--- src/rtl/cache_controller.sv ---
// Two-way set-associative, write-back, write-allocate texture cache: 16 sets x 64-bit lines, two-beat 32-bit memory port.
// Define CACHE_LRU_EN for per-set LRU replacement; otherwise a global fill toggle picks the victim.
module cache_controller (
    input  logic        clk,
    input  logic        rst,
    input  logic [11:0] u,
    input  logic [11:0] v,
    input  logic        read,
    input  logic        write,
    input  logic [63:0] data_in,
    output logic        accept,
    output logic [15:0] pixel_out,
    output logic        pixel_ready,
    output logic [19:0] mem_addr,
    output logic        mem_read,
    output logic        mem_write,
    input  logic        mem_ready,
    input  logic [31:0] mem_rddata,
    output logic [63:0] mem_wrdata
);

    localparam int unsigned SETS   = 16;
    localparam int unsigned WAYS   = 2;
    localparam int unsigned SET_W  = 4;
    localparam int unsigned TAG_W  = 18;
    localparam int unsigned LINE_W = 64;
    localparam int unsigned PIX_W  = 16;

    typedef enum logic [2:0] {
        IDLE, LOOKUP, WB_REQ, WB_WAIT, RD_REQ, RD_WAIT, RESP, HOLD
    } state_t;

    state_t      state_q;
    logic        op_write_q;
    logic [11:0] u_q;
    logic [11:0] v_q;
    logic [63:0] din_q;
    logic        victim_q;
    logic        beat_q;

    logic [LINE_W-1:0] data_q [SETS][WAYS];
    logic [TAG_W-1:0]  tag_q  [SETS][WAYS];
    logic [SETS-1:0][WAYS-1:0] valid_q;
    logic [SETS-1:0][WAYS-1:0] dirty_q;
`ifdef CACHE_LRU_EN
    logic [SETS-1:0] lru_q;
`else
    logic toggle_q;
`endif

    logic [SET_W-1:0]  set_idx;
    logic [TAG_W-1:0]  req_tag;
    logic [19:0]       req_addr;
    logic              hit0;
    logic              hit1;
    logic              hit;
    logic              hit_way;
    logic              repl_c;
    logic              victim_c;
    logic              access_way;
    logic              vic_dirty;
    logic              lookup_hit;
    logic [19:0]       vic_addr;
    logic [LINE_W-1:0] line_c;
    logic [PIX_W-1:0]  pix_c;
    logic              we_hi;
    logic              we_lo;
    logic              wway;
    logic [31:0]       whi;
    logic [31:0]       wlo;

    // Lookup, victim choice and array write controls for the held request
    always_comb begin
        set_idx  = {v_q[1:0], u_q[5:4]};
        req_tag  = {v_q[11:2], u_q[11:6], u_q[3:2]};
        req_addr = {1'b0, v_q[9:0], u_q[9:2], 1'b0};

        hit0    = valid_q[set_idx][0] && (tag_q[set_idx][0] == req_tag);
        hit1    = valid_q[set_idx][1] && (tag_q[set_idx][1] == req_tag);
        hit     = hit0 || hit1;
        hit_way = !hit0;

`ifdef CACHE_LRU_EN
        repl_c = lru_q[set_idx];
`else
        repl_c = toggle_q;
`endif
        victim_c = repl_c;
        if (!valid_q[set_idx][1]) victim_c = 1'b1;
        if (!valid_q[set_idx][0]) victim_c = 1'b0;

        access_way = hit ? hit_way : victim_c;
        vic_dirty  = valid_q[set_idx][victim_c] && dirty_q[set_idx][victim_c];
        lookup_hit = (state_q == LOOKUP) && hit;

        // Evicted line address is rebuilt from its stored tag and this set
        vic_addr = {1'b0, tag_q[set_idx][victim_q][15:8], set_idx[3:2],
                    tag_q[set_idx][victim_q][5:2], set_idx[1:0],
                    tag_q[set_idx][victim_q][1:0], 1'b0};
        line_c   = data_q[set_idx][victim_q];

        pix_c = line_c[63:48];
        case (u_q[1:0])
            2'd0: pix_c = line_c[63:48];
            2'd1: pix_c = line_c[47:32];
            2'd2: pix_c = line_c[31:16];
            2'd3: pix_c = line_c[15:0];
            default: pix_c = line_c[63:48];
        endcase

        we_hi = 1'b0;
        we_lo = 1'b0;
        wway  = (state_q == LOOKUP) ? access_way : victim_q;
        whi   = din_q[63:32];
        wlo   = din_q[31:0];
        case (state_q)
            LOOKUP: begin
                if (op_write_q && (hit || !vic_dirty)) begin
                    we_hi = 1'b1;
                    we_lo = 1'b1;
                end
            end
            WB_WAIT: begin
                if (mem_ready && beat_q && op_write_q) begin
                    we_hi = 1'b1;
                    we_lo = 1'b1;
                end
            end
            RD_WAIT: begin
                if (mem_ready) begin
                    whi   = mem_rddata;
                    wlo   = mem_rddata;
                    we_hi = !beat_q;
                    we_lo = beat_q;
                end
            end
            default: ;
        endcase
    end

    // Data and tag arrays carry no reset; valid bits gate them
    always_ff @(posedge clk) begin
        if (we_hi) data_q[set_idx][wway][63:32] <= whi;
        if (we_lo) begin
            data_q[set_idx][wway][31:0] <= wlo;
            tag_q[set_idx][wway]        <= req_tag;
        end
    end

    always_ff @(posedge clk or posedge rst) begin
        if (rst) begin
            state_q     <= IDLE;
            op_write_q  <= 1'b0;
            u_q         <= '0;
            v_q         <= '0;
            din_q       <= '0;
            victim_q    <= 1'b0;
            beat_q      <= 1'b0;
            valid_q     <= '0;
            dirty_q     <= '0;
`ifdef CACHE_LRU_EN
            lru_q       <= '0;
`else
            toggle_q    <= 1'b0;
`endif
            accept      <= 1'b0;
            pixel_out   <= '0;
            pixel_ready <= 1'b0;
            mem_addr    <= '0;
            mem_read    <= 1'b0;
            mem_write   <= 1'b0;
            mem_wrdata  <= '0;
        end else begin
            // Any full-line install (write or fill completion) marks the way valid
            if (we_lo) begin
                valid_q[set_idx][wway] <= 1'b1;
                dirty_q[set_idx][wway] <= op_write_q;
            end
`ifdef CACHE_LRU_EN
            if (we_lo || lookup_hit) lru_q[set_idx] <= !wway;
`else
            if (we_lo && !lookup_hit) toggle_q <= !toggle_q;
`endif
            case (state_q)
                IDLE: begin
                    if (write || read) begin
                        op_write_q <= write;
                        u_q        <= u;
                        v_q        <= v;
                        din_q      <= data_in;
                        state_q    <= LOOKUP;
                    end
                end
                LOOKUP: begin
                    victim_q <= access_way;
                    beat_q   <= 1'b0;
                    if (hit)              state_q <= RESP;
                    else if (vic_dirty)   state_q <= WB_REQ;
                    else if (!op_write_q) state_q <= RD_REQ;
                    else                  state_q <= RESP;
                end
                WB_REQ: begin
                    mem_write  <= 1'b1;
                    mem_addr   <= vic_addr;
                    mem_wrdata <= line_c;
                    state_q    <= WB_WAIT;
                end
                WB_WAIT: begin
                    mem_write <= 1'b0;
                    if (mem_ready) begin
                        beat_q <= !beat_q;
                        if (beat_q) begin
                            if (!op_write_q) dirty_q[set_idx][victim_q] <= 1'b0;
                            state_q <= op_write_q ? RESP : RD_REQ;
                        end
                    end
                end
                RD_REQ: begin
                    mem_read <= 1'b1;
                    mem_addr <= req_addr;
                    beat_q   <= 1'b0;
                    state_q  <= RD_WAIT;
                end
                RD_WAIT: begin
                    mem_read <= 1'b0;
                    if (mem_ready) begin
                        beat_q <= !beat_q;
                        if (beat_q) state_q <= RESP;
                    end
                end
                RESP: begin
                    accept      <= 1'b1;
                    pixel_ready <= !op_write_q;
                    if (!op_write_q) pixel_out <= pix_c;
                    state_q     <= HOLD;
                end
                HOLD: begin
                    accept      <= 1'b0;
                    pixel_ready <= 1'b0;
                    state_q     <= IDLE;
                end
                default: state_q <= IDLE;
            endcase
        end
    end

endmodule

--- config.mk ---
export PLATFORM = sky130hd
export DESIGN_NAME = cache_controller
export DESIGN_NICKNAME = d
export VERILOG_FILES = /design/src/rtl/cache_controller.sv
export SDC_FILE = /design/constraint.sdc
export NUM_CORES = 2
export LEC_CHECK = 0
export CORE_MARGIN = 3
export CORE_UTILIZATION = 30
export CTS_CLUSTER_DIAMETER = 80
export DETAILED_ROUTE_END_ITERATION = 7
export GPL_TIMING_DRIVEN = 0
export PLACE_DENSITY = 0.4
export SKIP_LAST_GASP = 1
export SLEW_MARGIN = 20
export SYNTH_ARGS = -nofsm -noshare
export SYNTH_HDL_FRONTEND = slang
export SYNTH_SLANG_ARGS = --single-unit
--- constraint.sdc ---
create_clock -name clk -period 10.6 [get_ports clk]
set_clock_uncertainty 0.15 [all_clocks]
set_input_delay 2.12 -clock clk [delete_from_list [all_inputs] [get_ports clk]]
set_output_delay 2.12 -clock clk [all_outputs]
set_load 0.02 [all_outputs]
# Yosys cells after proc, flatten, opt, wreduce, memory -nomap -nowiden
# Memories as Yosys holds them, arrays and structs flattened.
# Index checks and enable logic that the tools add are counted.
# op_classes
muxes,198
n_eq_ne,18
bitwise_logic,134
reduce_logical,34
order_cmp,10
# ops
cell,n
32-bit two-way mux,10
128-bit two-way mux,2
64-bit two-way mux,4
1-bit two-way mux,145
64-bit demux with 1-bit select,2
1-bit bitwise OR,128
16-bit one-hot mux with 4 select lines,1
16-bit two-way mux,3
20-bit one-hot mux with 2 select lines,1
18-bit == test,2
36-bit two-way mux,1
32-bit AND,1
32-bit bitwise mux,1
32-bit inverter,1
32-bit bitwise OR,1
3-bit one-hot mux with 8 select lines,1
3-bit two-way mux,7
18-bit demux with 1-bit select,1
18-bit two-way mux,1
2-bit binary-select mux with 4-bit select,2
2-bit demux with 4-bit select,2
3-bit == test (second input constant),4
1-bit logical AND,12
2-bit two-way mux,5
other kinds (25),56
# word_totals
out_inout_bits,104
inputBits,125
memories,2
wordCells,443
regBits,263
ram_bits,2624
# memory_table
name,depth,word_bits,rd,rd_clocked_by_memory_dff,write_ports,line,source
data_q,16,128,1,0,1,41,logic [LINE_W-1:0] data_q [SETS][WAYS];
tag_q,16,36,1,0,1,42,logic [TAG_W-1:0] tag_q [SETS][WAYS];

# Depth between registers and ports, before layout
# depth
ltp_word,19
mapped_depth,19

# Least setup slack after synthesis
# Ideal clock, no wire load.
# synth_path
path_type,input to register
start,input mem_ready
end,memory data_q[13][64] in the netlist's numbering (enable)
slack_ps,4933
arrival_ps,5059
cell_stages,7
cell_sequence,nand2_1 o22ai_1 nor2_2 o21ai_2 nand2_1 buf_2 nor2_1
# synth_between
elab_chain_cells,7
elab_cells_between_ends,12
cone_classes,mux: 9; bitwise: 1; reduce/logical: 2
# synth_rtl
element,line,source
start: declaration,17,"input logic mem_ready,"
1-bit logical AND (2 in series),124,if (mem_ready && beat_q && op_write_q) begin
1-bit two-way mux,124,
1-bit one-hot mux with 3 select lines,116,case (state_q)
"1-bit two-way mux, on equally long branches","143, 144",
"128-bit two-way mux, on equally long branches","143, 145",
1-bit bitwise OR (no line) (*),n/a,
end: declaration,41,
# Mark *: on every way between the ends. The rest lies on a longest branch, timed or not.

# Final worst setup path
# layout_path
start,register u_q[4]
end,memory data_q[9][112] in the netlist's numbering (enable)
# layout_between
elab_chain_cells,15
elab_cells_between_ends,38
cone_classes,order compare: 2; eq/ne: 2; mux: 22; bitwise: 2; reduce/logical: 9; memory: 1
# layout_rtl
element,line,source
start: declaration,35,logic [11:0] u_q;
start signal: assignment,188,u_q <= u;
branches (longest 15 deep; another with memory read 16 x 36 bit),n/a,
# Parallel ways; which one is timed is not known. The select of a mux whose other input is x is not followed.

==> reports/summary.md <==
The worst setup path is of the flip-flop to flip-flop kind. The flow ran to the end, and the final reports show no timing, DRC or antenna violations. The register bit count reported by yosys works out to 2885. Most common library cell in the layout ignoring fill and taps: sky130_fd_sc_hd__edfxtp_1. The type of the tightest min-delay check was flip-flop to flip-flop. The final period utilization works out to 0.640.

The first global-routing pass estimated 551000 µm of wire. The count of buffers added on input and output ports is 226. In this run the core area contains 225 standard-cell rows.

The worst relative slew slack is 0.195, and the number of synthesized flops with an enable pin is 2624. The total of hold buffers inserted after clock tree synthesis was 0. The relative area change from synthesis to final layout was 22.3%; the register-to-register path setup slack was 3.82 ns. The final core utilization was 0.369. Clock latency on the worst-skew pair, taken at its later pin, is 0.91 ns. For this design the static power due to leakage is 0.0446 µW. The overall via count from detail_route is 59000, and the Yosys warning count is 0.

The post-layout minimum cycle time was 6.78 ns; the number of nets in the layout was 6200. The filler cell count is 34500, and the number of maximum-capacitance constraint violations is 0. The tools report the combined global-route utilization of all metal layers as 0.211.

The number of levels the H-tree was split into is 5. The finished cells cover 139000 µm². The detail route stage leaves a number of antenna-violating nets equal to 0. Clock transition time at the flip-flop clock pins of the worst setup and hold paths: 0.06 ns. The placer congestion estimate is 0.813.

STA puts the critical path data required time at 11.04 ns. The total power after layout was 43300 µW. The estimated wirelength of the detail-placed design is 291000 µm, and the height of the die is 621 µm. The quantity of gates resized following cts came out at 0. The logs give 60900 for the via count of the first global-routing pass and 0.305 ns for the worst hold margin. The TritonCTS sink count was 2885; the total setup violations reported at the end of the flow was 0. 229 I/O pins were placed. The achievable frequency was 147 MHz; the count of different cell masters after synthesis was 81. The hold violation total from the final report was 0. Global routing finished with a remaining overflow of 0. STA classifies the critical path endpoint as a flip-flop. Biggest fanout along the worst timing path: 15. The core box area came out at 376000 µm². In this run the mean area of a mapped cell was 21.5 µm².

Summing every instance area after synthesis gives 113000 µm². Entering global routing, the biggest net connects 80 pins. Clock tree root driver cell: sky130_fd_sc_hd__clkbuf_16. The run gives 0.753 as the portion of the post-synthesis area used by sequential elements. IR analysis of the VDD net gives a maximum drop of 202 µV.

For the number of clock buffers inserted by TritonCTS, the log shows 332. The die boundary width is 621 µm. After clock tree synthesis, the setup repair step added 0 buffers. The residual DRC count was 0; the routed length per instance was 36.0 µm.

The run gives 0.302 as the starting density of the core. Prevailing post-synth register cell: sky130_fd_sc_hd__edfxtp_1. In the final layout, flip-flops and latches occupy 85300 µm².

Data on the critical path arrives at its endpoint at 7.22 ns. The total count of max-transition violations in the final report is 0, and the number of iterations in the first detailed-routing pass is 6. Wires add up to 409000 µm.

The share of flip-flops with an asynchronous set or reset is 0.0905. In this run the power density over the cells is 313 nW/µm². TritonCTS built the clock tree. The slew at the pin closest to its max-slew limit was 1.21 ns; the instance area after placement was 128000 µm². Setup repair after global routing left no endpoint under its margin.

The number of antenna violations at the first check in global routing is 28, and the number of buffers on the longest clock path is 4. The worst setup path is launched from a flip-flop. The first-iteration detailed-routing DRC count was 6042. The library cells used most frequently in the layout, excluding fill and tap cells, are 2624 x sky130_fd_sc_hd__edfxtp_1, 783 x sky130_fd_sc_hd__mux4_2, 341 x sky130_fd_sc_hd__clkbuf_16. The gate count after technology mapping came out at 5281. The tools report the area used by multi-input combinational logic as 27100 µm².

The floorplan step defined a die boundary enclosing 385000 µm². The detailed-route vias per instance was 5.19; the ratio of cells with drive above 1 in the final layout was 0.311.
## sequential cells by signal, summed over array words and instances (netlist names), 3 cells and up
| signal | cells |
|---|---|
| pixel_out | 16 |
| din_q | 64 |
| mem_wrdata | 64 |
| data_q | 2048 |
| mem_addr | 18 |
| u_q | 12 |
| valid_q | 32 |
| dirty_q | 32 |
| v_q | 12 |
| tag_q | 576 |
| state_q | 3 |
## cell type report
class	instances	share of cell area
sequential	2885	0.616
antenna	18	0.000325
clock buffer	459	0.0663
tap	4994	0.0451
inverter	19	0.000569
clock inverter	150	0.00969
multi-input combinational	2070	0.196
timing repair buffer	459	0.0544
buffer	308	0.0122
## critical path, cell delays in order (launching register included)
cell and delay (ns):
sky130_fd_sc_hd__dfrtp_1 0.32, sky130_fd_sc_hd__buf_4 0.22, sky130_fd_sc_hd__buf_6 0.27, sky130_fd_sc_hd__buf_4 0.40, sky130_fd_sc_hd__buf_4 0.48, sky130_fd_sc_hd__buf_4 0.43, sky130_fd_sc_hd__mux2i_1 0.65, sky130_fd_sc_hd__mux2i_1 0.19
sky130_fd_sc_hd__xnor2_1 0.36, sky130_fd_sc_hd__nand3_1 0.14, sky130_fd_sc_hd__nor4_2 0.36, sky130_fd_sc_hd__a22o_1 0.29, sky130_fd_sc_hd__a311o_1 0.42, sky130_fd_sc_hd__nand2_1 0.44, sky130_fd_sc_hd__buf_4 0.38, sky130_fd_sc_hd__nor2_4 0.56
sky130_fd_sc_hd__buf_12 0.25
## power by group
part / total (µW) / internal, µW / switching (µW)
logic: 16200 / 5670 / 10600
clock network: 11300 / 6570 / 4690
registers: 15800 / 15100 / 745
## cell usage after synthesis, types with 36 or more instances
library cell	instances	area [µm²]
sky130_fd_sc_hd__nand2_1	265	995
sky130_fd_sc_hd__a22oi_1	49	368
sky130_fd_sc_hd__mux2_2	99	1110
sky130_fd_sc_hd__a21oi_1	101	505
sky130_fd_sc_hd__buf_2	89	445
sky130_fd_sc_hd__clkbuf_1	138	518
sky130_fd_sc_hd__o21ai_0	36	180
sky130_fd_sc_hd__nor2_1	171	642
sky130_fd_sc_hd__dfrtp_1	261	6530
sky130_fd_sc_hd__edfxtp_1	2624	78800
sky130_fd_sc_hd__mux4_2	783	17600
sky130_fd_sc_hd__mux2i_1	216	2160
## path summary, 6_finish.rpt
check / end / cells after the start / from
min reg2reg: valid_q[4]$_DFFE_PP0N_ / 1 / valid_q[4]$_DFFE_PP0N_
max reg2reg: data_q[9][112]$_DFFE_PP_ / 16 / u_q[4]$_DFFE_PP0P_
max: data_q[9][112]$_DFFE_PP_ / 16 / u_q[4]$_DFFE_PP0P_
min: valid_q[4]$_DFFE_PP0N_ / 1 / valid_q[4]$_DFFE_PP0N_
max in group asynchronous: din_q[27]$_DFFE_PP0P_ / 4 / rst
min in group asynchronous: din_q[9]$_DFFE_PP0P_ / 2 / rst
## routing by layer
layer | global-route usage | vias to the layer above | part of all wire
li1 | - | 23700 | -
met1 | 0.292 | 33100 | 0.44
met2 | 0.355 | 1758 | 0.49
met3 | 0.0261 | 456 | 0.045
met4 | 0.0482 | 4 | 0.022
met5 | 0 | - | 0.000064
## logic make-up after synthesis
| logic type | count (synthesis) | share of synthesized area |
|---|---|---|
| flip-flops | 2885 | 0.753 |
| multiplexers | 1101 | 0.185 |
| AND/OR/NAND/NOR | 561 | 0.0212 |
| AO/OA/AOI/OAI | 365 | 0.0229 |
| buffers and inverters | 327 | 0.0149 |
| XOR/XNOR | 41 | 0.00324 |
| other | 1 | 0.0000331 |
## metrics by stage
step	TNS (ns)	setup WS (ns)	instances
4_1_cts	0	3.80	11300
5_1_grt	0	3.61	11400
3_5_place_dp	0	3.84	10700
2_1_floorplan	0	1.15	5282
6_report	0	3.82	11400
3_3_place_gp	-2519.66	-4.63	10500
Power figures use the tool's default switching activity.
